===== src/rtl/match_pkg.sv =====
// Shared encodings for the card-matching selection engine.
package match_pkg;

  typedef enum logic [2:0] {
    S_IDLE    = 3'd0,
    S_SELECT  = 3'd1,
    S_COMPARE = 3'd2,
    S_ERASE   = 3'd3,
    S_DONE    = 3'd4
  } state_e;

  localparam logic MODE_UNHILITE = 1'b0;
  localparam logic MODE_REMOVE   = 1'b1;

endpackage


===== src/rtl/match_engine_if.sv =====
// Selection handshake (input logic -> engine) and erase command channel (engine -> drawer).
interface match_engine_if #(
  parameter int IDX_W = 4
);
  logic             sel_valid;
  logic [IDX_W-1:0] sel_idx;
  logic             sel_ready;
  logic             sel_err;
  logic             erase_req;
  logic [IDX_W-1:0] erase_idx;
  logic             erase_mode;
  logic             erase_ack;

  modport master (
    output sel_valid, sel_idx, erase_ack,
    input  sel_ready, sel_err, erase_req, erase_idx, erase_mode
  );

  modport slave (
    input  sel_valid, sel_idx, erase_ack,
    output sel_ready, sel_err, erase_req, erase_idx, erase_mode
  );
endinterface


===== src/rtl/match_compare.sv =====
// GROUP-way symbol equality: looks up each slot's card symbol and checks all match slot 0.
module match_compare #(
  parameter int NUM_CARDS = 9,
  parameter int SYM_W     = 2,
  parameter int GROUP     = 3,
  parameter int IDX_W     = 4
) (
  input  logic [NUM_CARDS-1:0][SYM_W-1:0] sym,
  input  logic [GROUP-1:0][IDX_W-1:0]     slot,
  output logic                            all_eq
);

  logic [GROUP-1:0][SYM_W-1:0] gsym;
  logic [GROUP-1:0]            eq;

  // Explicit mux keeps the lookup width-safe for any IDX_W >= clog2(NUM_CARDS).
  always_comb begin
    gsym = '0;
    for (int g = 0; g < GROUP; g++)
      for (int c = 0; c < NUM_CARDS; c++)
        if (slot[g] == IDX_W'(c)) gsym[g] = sym[c];
  end

  assign eq[0] = 1'b1;
  for (genvar g = 1; g < GROUP; g++) begin : g_eq
    assign eq[g] = (gsym[g] == gsym[0]);
  end

  assign all_eq = &eq;

endmodule


===== src/rtl/match_engine.sv =====
// Card-match controller: collects GROUP selections, compares, drives drawer erase handshake,
// tracks score / cleared cards and flags game over.
module match_engine
  import match_pkg::*;
#(
  parameter int NUM_CARDS = 9,
  parameter int SYM_W     = 2,
  parameter int GROUP     = 3,
  parameter int IDX_W     = 4,
  parameter int SCORE_W   = 8
) (
  input  logic                       clk,
  input  logic                       reset_n,
  input  logic                       start,
  input  logic [NUM_CARDS*SYM_W-1:0] symbols_in,
  match_engine_if.slave              bus,
  output logic                       match_pulse,
  output logic                       miss_pulse,
  output logic [SCORE_W-1:0]         score,
  output logic [NUM_CARDS-1:0]       selected_mask,
  output logic [NUM_CARDS-1:0]       cleared_mask,
  output logic                       game_over
);

  localparam int CNT_W = $clog2(GROUP + 1);
  localparam int PC_W  = $clog2(NUM_CARDS + 1);
  localparam logic [IDX_W-1:0] LAST_IDX = IDX_W'(NUM_CARDS - 1);

  state_e                          state, state_nxt;
  logic [NUM_CARDS-1:0][SYM_W-1:0] sym_q;
  logic [GROUP-1:0][IDX_W-1:0]     slot;
  logic [CNT_W-1:0]                sel_cnt, ers_cnt;
  logic                            mode_q, sel_err_q, all_eq;
  logic [NUM_CARDS-1:0]            sel_oh, cleared_nxt;
  logic                            reject, accept, ack_hit, last_ack;
  logic [IDX_W-1:0]                cur_idx;
  logic [PC_W-1:0]                 uncleared;

  match_compare #(
    .NUM_CARDS (NUM_CARDS),
    .SYM_W     (SYM_W),
    .GROUP     (GROUP),
    .IDX_W     (IDX_W)
  ) u_cmp (
    .sym    (sym_q),
    .slot   (slot),
    .all_eq (all_eq)
  );

  // Selection decode, erase slot lookup and remaining-card count.
  always_comb begin
    sel_oh = '0;
    for (int c = 0; c < NUM_CARDS; c++)
      if (bus.sel_idx == IDX_W'(c)) sel_oh[c] = 1'b1;

    reject = bus.sel_valid && (state == S_SELECT) &&
             ((bus.sel_idx > LAST_IDX) || (|(sel_oh & (cleared_mask | selected_mask))));
    accept = bus.sel_valid && (state == S_SELECT) && !reject;

    cur_idx = '0;
    for (int g = 0; g < GROUP; g++)
      if (ers_cnt == CNT_W'(g)) cur_idx = slot[g];

    ack_hit  = (state == S_ERASE) && bus.erase_ack;
    last_ack = ack_hit && (ers_cnt == CNT_W'(GROUP - 1));

    cleared_nxt = cleared_mask | (mode_q ? selected_mask : '0);
    uncleared   = '0;
    for (int c = 0; c < NUM_CARDS; c++)
      uncleared = uncleared + PC_W'(!cleared_nxt[c]);
  end

  always_ff @(posedge clk or negedge reset_n) begin
    if (!reset_n) state <= S_IDLE;
    else          state <= state_nxt;
  end

  always_comb begin
    state_nxt      = state;
    bus.sel_ready  = 1'b0;
    bus.erase_req  = 1'b0;
    bus.erase_idx  = '0;
    bus.erase_mode = mode_q;
    match_pulse    = 1'b0;
    miss_pulse     = 1'b0;
    game_over      = 1'b0;
    case (state)
      S_IDLE: ;
      S_SELECT: begin
        bus.sel_ready = 1'b1;
        if (accept && (sel_cnt == CNT_W'(GROUP - 1))) state_nxt = S_COMPARE;
      end
      S_COMPARE: begin
        match_pulse = all_eq;
        miss_pulse  = !all_eq;
        state_nxt   = S_ERASE;
      end
      S_ERASE: begin
        bus.erase_req = 1'b1;
        bus.erase_idx = cur_idx;
        if (last_ack) state_nxt = (uncleared < PC_W'(GROUP)) ? S_DONE : S_SELECT;
      end
      S_DONE:  game_over = 1'b1;
      default: state_nxt = S_IDLE;
    endcase
    // start wins from any state, including mid-erase
    if (start) state_nxt = S_SELECT;
  end

  assign bus.sel_err = sel_err_q;

  always_ff @(posedge clk or negedge reset_n) begin
    if (!reset_n) begin
      sym_q         <= '0;
      slot          <= '0;
      sel_cnt       <= '0;
      ers_cnt       <= '0;
      mode_q        <= MODE_UNHILITE;
      sel_err_q     <= 1'b0;
      score         <= '0;
      selected_mask <= '0;
      cleared_mask  <= '0;
    end else if (start) begin
      sym_q         <= symbols_in;
      slot          <= '0;
      sel_cnt       <= '0;
      ers_cnt       <= '0;
      mode_q        <= MODE_UNHILITE;
      sel_err_q     <= 1'b0;
      score         <= '0;
      selected_mask <= '0;
      cleared_mask  <= '0;
    end else begin
      sel_err_q <= reject;
      if (accept) begin
        for (int g = 0; g < GROUP; g++)
          if (sel_cnt == CNT_W'(g)) slot[g] <= bus.sel_idx;
        selected_mask <= selected_mask | sel_oh;
        sel_cnt       <= sel_cnt + 1'b1;
      end
      if (state == S_COMPARE) begin
        mode_q <= all_eq ? MODE_REMOVE : MODE_UNHILITE;
        if (all_eq && (score != {SCORE_W{1'b1}})) score <= score + 1'b1;
      end
      if (ack_hit) begin
        if (last_ack) begin
          cleared_mask  <= cleared_nxt;
          selected_mask <= '0;
          sel_cnt       <= '0;
          ers_cnt       <= '0;
        end else begin
          ers_cnt <= ers_cnt + 1'b1;
        end
      end
    end
  end

endmodule

===== src/flat_wrapper.sv =====
// flat-port wrapper written by rule: the top's interface ports become plain ports
module match_engine_flat import match_pkg::*;
#(
  parameter int NUM_CARDS = 9,
  parameter int SYM_W     = 2,
  parameter int GROUP     = 3,
  parameter int IDX_W     = 4,
  parameter int SCORE_W   = 8
)
  (clk, reset_n, start, symbols_in, match_pulse, miss_pulse, score, selected_mask, cleared_mask, game_over, bus_sel_valid, bus_sel_idx, bus_erase_ack, bus_sel_ready, bus_sel_err, bus_erase_req, bus_erase_idx, bus_erase_mode);
  match_engine_if #(.IDX_W(IDX_W)) bus_i ();
  input  logic clk;
  input  logic reset_n;
  input  logic start;
  input  logic [NUM_CARDS*SYM_W-1:0] symbols_in;
  output logic match_pulse;
  output logic miss_pulse;
  output logic [SCORE_W-1:0] score;
  output logic [NUM_CARDS-1:0] selected_mask;
  output logic [NUM_CARDS-1:0] cleared_mask;
  output logic game_over;
  input wire logic [$bits(bus_i.sel_valid)-1:0] bus_sel_valid;
  input wire logic [$bits(bus_i.sel_idx)-1:0] bus_sel_idx;
  input wire logic [$bits(bus_i.erase_ack)-1:0] bus_erase_ack;
  output wire logic [$bits(bus_i.sel_ready)-1:0] bus_sel_ready;
  output wire logic [$bits(bus_i.sel_err)-1:0] bus_sel_err;
  output wire logic [$bits(bus_i.erase_req)-1:0] bus_erase_req;
  output wire logic [$bits(bus_i.erase_idx)-1:0] bus_erase_idx;
  output wire logic [$bits(bus_i.erase_mode)-1:0] bus_erase_mode;
  assign bus_i.sel_valid = bus_sel_valid;
  assign bus_i.sel_idx = bus_sel_idx;
  assign bus_i.erase_ack = bus_erase_ack;
  assign bus_sel_ready = bus_i.sel_ready;
  assign bus_sel_err = bus_i.sel_err;
  assign bus_erase_req = bus_i.erase_req;
  assign bus_erase_idx = bus_i.erase_idx;
  assign bus_erase_mode = bus_i.erase_mode;
  match_engine #(.NUM_CARDS(NUM_CARDS), .SYM_W(SYM_W), .GROUP(GROUP), .IDX_W(IDX_W), .SCORE_W(SCORE_W)) u_core (.clk(clk), .reset_n(reset_n), .start(start), .symbols_in(symbols_in), .bus(bus_i), .match_pulse(match_pulse), .miss_pulse(miss_pulse), .score(score), .selected_mask(selected_mask), .cleared_mask(cleared_mask), .game_over(game_over));
endmodule

===== config.mk =====
export PLATFORM = sky130hd
export DESIGN_NAME = match_engine_flat
export DESIGN_NICKNAME = d
export VERILOG_FILES = /design/src/rtl/match_pkg.sv /design/src/rtl/match_engine_if.sv /design/src/rtl/match_compare.sv /design/src/rtl/match_engine.sv /design/src/flat_wrapper.sv
export SDC_FILE = /design/constraint.sdc
export NUM_CORES = 1
export LEC_CHECK = 0
export CORE_MARGIN = 1.5
export CORE_UTILIZATION = 53
export CTS_BUF_LIST = sky130_fd_sc_hd__clkbuf_2
export CTS_CLUSTER_SIZE = 16
export DETAILED_ROUTE_END_ITERATION = 10
export PLACE_DENSITY = 0.77
export SYNTH_ARGS = -nofsm -noshare
export SYNTH_HDL_FRONTEND = slang
export SYNTH_SLANG_ARGS = --single-unit

===== constraint.sdc =====
create_clock -name clk -period 5.6 [get_ports clk]
set_input_delay 0.56 -clock clk [delete_from_list [all_inputs] [get_ports clk]]
set_output_delay 0.56 -clock clk [all_outputs]
set_load 0.03 [all_outputs]

Word level (Yosys, flattened, before mapping) --
Cells that the tools add are included.
Storage, ports and cells: flip-flop bits (word level) 65, input port bits 27, output and inout port bits 37
Operators by class: add/subtract/negate cells 11, $lt $le $gt $ge 2, equal/unequal tests 46, muxes and demuxes 77, bitwise gates (word level) 4, reduce and logical (&&, ||, !) cells 43
Operators by type and width (count):
- 9-bit 2-to-1 mux | 8
- 2-bit 2-to-1 mux | 34
- 4-bit by 3-bit equality test with 1-bit output (second input constant) | 16
- 4-bit by 2-bit equality test with 1-bit output (second input constant) | 8
- 4-bit by 1-bit adder with 4-bit output | 7
- 4-bit 2-to-1 mux | 7
- 9-bit OR | 3
- 12-bit 2-to-1 mux | 2
- 8-bit 2-to-1 mux | 3
- 1-bit 2-to-1 mux | 18
- 4-bit by 1-bit equality test with 1-bit output (second input constant) | 4
- 4-bit equality test (second input constant) | 4
- 4-bit zero test | 4
- 2-bit nonzero test | 8
- 3-bit 2-to-1 mux | 4
- 3-bit case mux with 4 select lines | 1
- 2-bit AND reduction | 6
- 1-bit zero test | 11
- 9-bit bitwise AND | 1
- 9-bit OR reduction | 1
- 8-bit by 1-bit adder with 8-bit output (second input constant) | 1
- 8-bit != test (second input constant) | 1
- 1-bit logical AND | 7
- 3-bit by 2-bit equality test with 1-bit output (second input constant) | 2
- other kinds (17) | 22

Longest topological paths before layout --
Gate-level depths: netlist of the first run.
depth in word-level cells 16, depth in mapped cells 16, depth with buffers taken out 15

Hierarchy --
A second synthesis of the first run with hierarchy kept.
Second synthesis, totals: cells, all modules 422, area total of the unflattened synthesis 4085.2 um^2
Modules (own cells, without submodules):
- match_engine | instances 1, cells each 316, area each 3365.7 um^2, seq. area each 1626.6 um^2
- match_compare | instances 1, cells each 106, area each 719.4 um^2, seq. area each 0.0 um^2

Worst setup path after synthesis of the first run --
Ideal clock, no wire load.
kind reg2reg, from reg u_core.mode_q (netlist: u_core.bus.erase_mode), to reg u_core.state[0], data arrival time 4306 ps, setup slack 1168 ps, stages on the path, launching flop included 17, path buffers 1, clock period less this slack 4432 ps, cells stage by stage dfrtp_1 > clkbuf_1 > a21oi_1 > ha_1 > inv_1 > fa_1 > fa_1 > fa_1 > inv_1 > ha_1 > inv_1 > fa_1 > a2111oi_0 > a21oi_1 > nor4b_1 > nand2_1 > a221o_1
On the way: longest elaborated chain between the ends 16, elaborated cells between the ends (all ways) 24, those cells by class add/sub: 8; order compare: 1; mux: 5; bitwise: 1; reduce/logical: 9
RTL lines:
- from (decl) | RTL line match_engine.sv:33 | logic mode_q, sel_err_q, all_eq;
- from (signal assigned) | RTL line match_engine.sv:142 | mode_q <= all_eq ? MODE_REMOVE : MODE_UNHILITE;
- 9-bit 2-to-1 mux * | RTL line match_engine.sv:67 | cleared_nxt = cleared_mask | (mode_q ? selected_mask : '0);
- 9-bit OR * | RTL line match_engine.sv:67
- 1-bit zero test | RTL line match_engine.sv:70 | uncleared = uncleared + PC_W'(!cleared_nxt[c]);
- 1-bit by 1-bit adder with 2-bit output | RTL line match_engine.sv:70
- 4-bit by 1-bit adder with 4-bit output (6 in a row) | RTL line match_engine.sv:70
- 4-bit by 1-bit adder with 4-bit output * | RTL line match_engine.sv:70
- 4-bit by 2-bit < comparator with 1-bit output * | RTL line match_engine.sv:101 | if (last_ack) state_nxt = (uncleared < PC_W'(GROUP)) ? S_DONE : S_SELECT;
- 3-bit 2-to-1 mux * (2 in a row) | RTL line match_engine.sv:101
- 3-bit case mux with 4 select lines * | RTL line match_engine.sv:87 | case (state)
- 3-bit 2-to-1 mux * | RTL line match_engine.sv:107 | if (start) state_nxt = S_SELECT;
- to (signal assigned) | RTL line match_engine.sv:75 | else state <= state_nxt;
- to (decl) | RTL line match_engine.sv:29 | state_e state, state_nxt;
Mark *: on every way between the ends. The rest lies on a longest branch, timed or not. The select of a mux whose other input is x is not followed. A chain may end at the register's enable or synchronous reset.

Worst setup path in the final report of the first run --
Ends and elaborated chain as after synthesis.

==> key figures, run 1 <==
Cells and area
  – Share of cells above drive strength 1: 12.14%
  – Antenna fix cells: 0
  – Most frequent cells in the layout: dfrtp_1 (65), clkdlybuf4s50_1 (61), nor2_1 (55)
  – Fin util: 65.50%
  – Layout fillers: 627
  – Layout overhead on the synthesized area: 17.69%
  – Most common cell after layout, fill and taps aside: dfrtp_1
  – Area of the multi-input gates: 2212 um2
  – Flip-flop and latch area: 1627 um2
  – Post-route cell area: 4827 um2
  – # nets final: 523

Power
  – Leak Pwr: 0.002002 uW
  – Total power: 984.4 uW
  – Max rail drop VDD: 0.1134 mV
  – Power Dens Cells: 203.9 nW/um2

Placement
  – Placed cell area: 4681 um2
  – RePlAce Congestion: 0.8853
  – Buffers on Ports: 63
  – DP HPWL: 6.899 mm

Drt
  – Routed WL: 9.813 mm
  – Via-to-Cell Ratio: 5.938
  – DR pass1 iterations: 6
  – WL per Instance: 16.77 um
  – Drt drc: 0
  – Vias: 3474
  – Routed Antenna Nets: 0
  – Met3 wire length: 473 um
  – Routed metal-1 wirelength: 4.141 mm
  – Routed wl met2: 5.037 mm
  – DRT iter0 DRCs: 182
  – Max Used Layer: met4

Clocking
  – CTS Hold Buffers Added: 0
  – Clock Sinks: 65
  – Post-CTS Setup Bufs: 0
  – Total CTS buffers: 9
  – CTS HTree Levels: 3
  – Later-pin clock latency in the skew report: 520 ps
  – CTS tree: built
  – CTS Root Cell: clkbuf_2
  – Cts repair resizes: 0
  – Clock Path Buffers: 2
  – Clock transition at path regs: 190 ps

Setup path
  – Arrival time at the worst endpoint: 5060 ps
  – CP required: 6030 ps
  – Critical Path Source Type: flip-flop
  – Worst setup EP type: flip-flop
  – Worst-path fanout max: 11
  – Setup CP Type: reg2reg

Outcome
  – Outcome: complete, no violations

Timing
  – Max-slew violation count: 0
  – Final setup vio count: 0
  – Worst hold slack: 194.8 ps
  – Max Freq: 0.2158 GHz
  – Final Hold Vio Count: 0
  – Relative slew slack: 45.25%
  – Post-route minimum period: 4633 ps
  – Worst-Margin Slew: 821.2 ps
  – Setup TNS: 0 ps
  – RSZ-0062 raised after global routing: false
  – Period utilization: 82.74%
  – Worst Skew: 29.46 ps

Floorplanning
  – # rows: 31
  – Chip width: 90.97 um
  – Die area: 8276 um2
  – Core Area: 7370 um2
  – Io pins: 64
  – Initial Utilization: 55.65%
  – Chip Height: 90.97 um

Synthesis
  – Mean Syn Cell Area: 9.429 um2
  – Cell count after synthesis: 435
  – Main synth FF type: dfrtp_1
  – Distinct cells, synth: 64
  – #FFs+latches synth: 65
  – Syn Nets: 477
  – Asr flop ratio synth: 100.0%
  – Register area share after synthesis: 39.66%
  – Yosys synthesis warning count: 0
  – Post-synth EDFFs: 0
  – Synth Cell Area: 4101 um2

GRT
  – Remaining Overflow, GRT: 0
  – First-pass GRT wire length: 16.78 mm
  – Initial antenna violation count: 0
  – Largest net degree at the start of global routing: 66
  – GR Util All Layers: 25.42%
  – Number of global-route vias before repair: 3462

Run
  – Max_cap viols: 0

Min path
  – Hold crit path type: in2async
[stage by stage]
step	cells	worst slack, ps
after floorplan	435	1168
after global placement	569	1310
after detailed placement	569	1062
after CTS	585	1014
after global routing	585	705.5
final	585	966.8
[routing by layer]
metal / up-vias / global-route usage, %
met4: 0 / 9.245
li1: 1624 / -
met1: 1734 / 31.24
met5: - / 0
met2: 99 / 43.41
met3: 17 / 5.946
[cell usage after synthesis, drive strengths merged, types with 2 or more instances]
library cell | number | area (um2)
mux2i | 20 | 200.2
inv | 22 | 82.58
o21ai | 8 | 40.04
a211oi | 4 | 35.03
a21o | 2 | 15.01
a2111oi | 3 | 32.53
and3 | 5 | 31.28
mux2 | 25 | 296.5
a31oi | 6 | 37.54
a21oi | 42 | 210.2
fa | 5 | 100.1
a22oi | 2 | 15.01
ha | 10 | 125.1
nor2 | 55 | 206.5
nor2b | 14 | 90.09
and2 | 3 | 21.27
nand3 | 14 | 75.07
dfrtp | 65 | 1627
nor3 | 22 | 110.1
nor4b | 2 | 17.52
nand2b | 7 | 43.79
a32oi | 3 | 26.28
buf | 18 | 135.1
nand4 | 5 | 37.53
nand2 | 23 | 88.84
clkbuf | 12 | 45.04
nand3b | 3 | 22.52
a41o | 2 | 20.02
nor3b | 12 | 105.1
o21bai | 2 | 15.01
[critical path, stage by stage, from the launching register on]
cell and delay (ps):
dfrtp_1 550, a21oi_1 250, ha_1 260, inv_1 70
fa_1 430, fa_1 510, fa_1 410, inv_1 80
ha_1 160, inv_1 60, fa_1 390, a2111oi_0 480
a21oi_1 110, nor4b_1 380, nand2_1 100, a221o_1 310
[sequential cells by signal, summed over array words and instances (netlist names)]
register / count
u_core.bus.erase_mode: 1
u_core.bus.sel_err: 1
u_core.cleared_mask: 9
u_core.ers_cnt: 2
u_core.score: 8
u_core.sel_cnt: 2
u_core.selected_mask: 9
u_core.slot: 12
u_core.state: 3
u_core.sym_q: 18
[path summary, 6_finish.rpt]
path | from | to | slack (ps) | cells after the start
max | u_core.bus.erase_mode | u_core.state[0] | 970 | 15
min | reset_n | u_core.sym_q[10] | 190 | 2
max reg2reg | u_core.bus.erase_mode | u_core.state[0] | 970 | 15
min reg2reg | u_core.state[2] | u_core.state[1] | 520 | 1
max in group asynchronous | reset_n | u_core.state[1] | 4860 | 2
min in group clk | u_core.state[2] | u_core.state[1] | 520 | 1
[logic make-up after synthesis]
| family | share of synthesized area (%) |
|---|---|
| muxes | 12.66 |
| AOI/OAI and AO/OA | 12.60 |
| xor gates and xnor gates | 0.2136 |
| adders and majority gates | 5.491 |
| buffers and inverters | 6.406 |
| DFF | 39.66 |
| and+or+nand+nor | 22.97 |
[area by class of cell]
class	instances	area share, %
clock buffers	9	0.9331
clock inverters	7	2.100
inverters	22	1.711
well taps	99	2.566
flip-flops and latches	65	33.70
multi-input cells	318	45.83
repair buffers	65	13.17
[power breakdown]
group          switching, uW  internal [uW]
Clock                    186            151
Combinational           66.1           65.9
Sequential              27.9            487
No activity file was read; power rests on OpenSTA's default activity.
==> inputs of run 2 (changes only) <==
==> constraint.sdc (replaced) <==
create_clock -name clk -period 4.83 [get_ports clk]
set_input_delay 0.483 -clock clk [delete_from_list [all_inputs] [get_ports clk]]
set_output_delay 0.483 -clock clk [all_outputs]
set_load 0.03 [all_outputs]
==> key figures, run 2 (synthesized netlist as in run 1, its figures left out) <==
Clocking
  – CTS HTree Levels: 3 (unchanged)
  – Cts repair resizes: 0 (unchanged)
  – CTS tree: built
  – CTS Root Cell: clkbuf_2
  – Clock transition at path regs: 210 ps (+20 ps)
  – Post-CTS Setup Bufs: 0 (unchanged)
  – Total CTS buffers: 9 (unchanged)
  – Clock Sinks: 65 (unchanged)
  – Later-pin clock latency in the skew report: 510 ps (about the same)
  – Clock Path Buffers: 2 (unchanged)
  – CTS Hold Buffers Added: 0 (unchanged)

Floorplanning
  – Die area: 8276 um2 (unchanged)
  – Initial Utilization: 55.65% (unchanged)
  – Chip Height: 90.97 um (unchanged)
  – Io pins: 64 (unchanged)
  – Core Area: 7370 um2 (unchanged)
  – Chip width: 90.97 um (unchanged)
  – # rows: 31 (unchanged)

Setup path
  – Setup CP Type: reg2reg
  – CP required: 5230 ps (-800 ps)
  – Worst-path fanout max: 4 (-7)
  – Worst setup EP type: flip-flop
  – Arrival time at the worst endpoint: 4870 ps (-190 ps)
  – Critical Path Source Type: flip-flop

Timing
  – Max-slew violation count: 0 (unchanged)
  – Final setup vio count: 0 (unchanged)
  – Final Hold Vio Count: 0 (unchanged)
  – Period utilization: 92.43% (+9.7 points)
  – Post-route minimum period: 4464 ps (-168.8 ps)
  – Worst-Margin Slew: 834.5 ps (+13.32 ps)
  – Setup TNS: 0 ps (unchanged)
  – Max Freq: 0.2240 GHz (+3.8%)
  – Worst Skew: 23.73 ps (-5.732 ps)
  – RSZ-0062 raised after global routing: false
  – Relative slew slack: 44.37% (-0.89 points)

Drt
  – Routed WL: 9.863 mm (+0.51%)
  – DR pass1 iterations: 4 (-2)
  – Max Used Layer: met4
  – Routed metal-1 wirelength: 4.285 mm (+3.5%)
  – Routed wl met2: 4.719 mm (-6.3%)
  – Drt drc: 0 (unchanged)
  – Vias: 3416 (-1.7%)
  – Routed Antenna Nets: 0 (unchanged)
  – DRT iter0 DRCs: 269 (+48%)
  – Via-to-Cell Ratio: 5.819 (-2.0%)
  – WL per Instance: 16.80 um (+0.17%)
  – Met3 wire length: 611 um (+29%)

Cells and area
  – Biggest regs: u_core.sym_q x18, u_core.slot x12
  – Layout overhead on the synthesized area: 16.87%
  – Post-route cell area: 4793 um2 (-0.70%)
  – Antenna fix cells: 0 (unchanged)
  – Max reg flops: 18 (unchanged)
  – Most frequent cells in the layout: dfrtp_1 (65), clkdlybuf4s50_1 (61), nor2_1 (55)
  – Share of cells above drive strength 1: 12.50% (+0.36 points)
  – # nets final: 525 (+0.38%)
  – Most common cell after layout, fill and taps aside: dfrtp_1
  – Fin util: 65.04% (-0.46 points)
  – Largest reg by FF count: u_core.sym_q

Placement
  – DP HPWL: 6.961 mm (+0.90%)
  – Buffers on Ports: 63 (unchanged)
  – Placed cell area: 4696 um2 (+0.32%)
  – RePlAce Congestion: 0.8804 (-0.55%)

Outcome
  – Outcome: complete, no violations

Power
  – Power Dens Cells: 217.4 nW/um2 (+6.6%)
  – Leak Pwr: 0.001997 uW (-0.28%)
  – Max rail drop VDD: 0.1539 mV (+36%)

GRT
  – GR Util All Layers: 25.37% (-0.049 points)
  – First-pass GRT wire length: 16.91 mm (+0.78%)
  – Number of global-route vias before repair: 3355 (-3.1%)
  – Largest net degree at the start of global routing: 66 (unchanged)
  – Initial antenna violation count: 0 (unchanged)
  – Remaining Overflow, GRT: 0 (unchanged)

Min path
  – Hold crit path type: in2async

Run
  – Max_cap viols: 0 (unchanged)
run 2: per-layer routing:
metal,vias to the layer above,GRT usage (%)
li1,1638,-
met1,1633,33.06
met2,123,41.29
met3,22,5.863
met4,0,9.115
met5,-,0
run 2: final cells by class:
type	instances	area, um2
fill	599	2576
multi-input combinational	318	2212
sequential	65	1627
timing repair buffer	67	650.6
tap	99	123.9
inverter	22	82.58
clock inverter	7	52.55
clock buffer	9	45.04
run 2: worst paths after layout:
path	start	endpoint	slack, ps	cells after the start
setup / recovery	u_core.selected_mask[1]	u_core.state[0]	370	15
hold / removal	reset_n	u_core.sym_q[4]	130	2
setup reg to reg	u_core.selected_mask[1]	u_core.state[0]	370	15
hold reg to reg	u_core.state[2]	u_core.state[1]	500	1
max in group asynchronous	reset_n	u_core.slot[1]	4160	2
min in group clk	u_core.state[2]	u_core.state[1]	500	1
run 2: where the power goes:
part	internal (uW)	switching (uW)	total [uW]	leakage, uW
sequential	565	32.7	598	0.000860
combinational	76.4	76.6	153	0.00107
clock	71.3	220	291	0.0000626
total	713	329	1040	0.00200
run 2: worst max-delay path, cell delays in order (launching register included):
cell       delay [ps]
dfrtp_1           460
a21oi_1           200
ha_1              260
inv_1              80
fa_1              440
fa_1              530
fa_1              410
inv_1              70
ha_1              150
inv_1              50
fa_1              380
a2111oi_0         430
a21oi_1            80
nor4b_1           400
nand2_1           100
a221o_1           310
run 2: metrics by stage:
stage,total power [uW],cells,hold WS (ps),worst slack [ps]
detailed placement,760.6,571,481.5,489.6
global placement,756.3,571,464.5,679.9
floorplan,700.3,435,187.4,398.2
CTS,1053,587,123.4,400.1
global route,1094,587,153.2,105.9
finish,1042,587,125.5,365.6
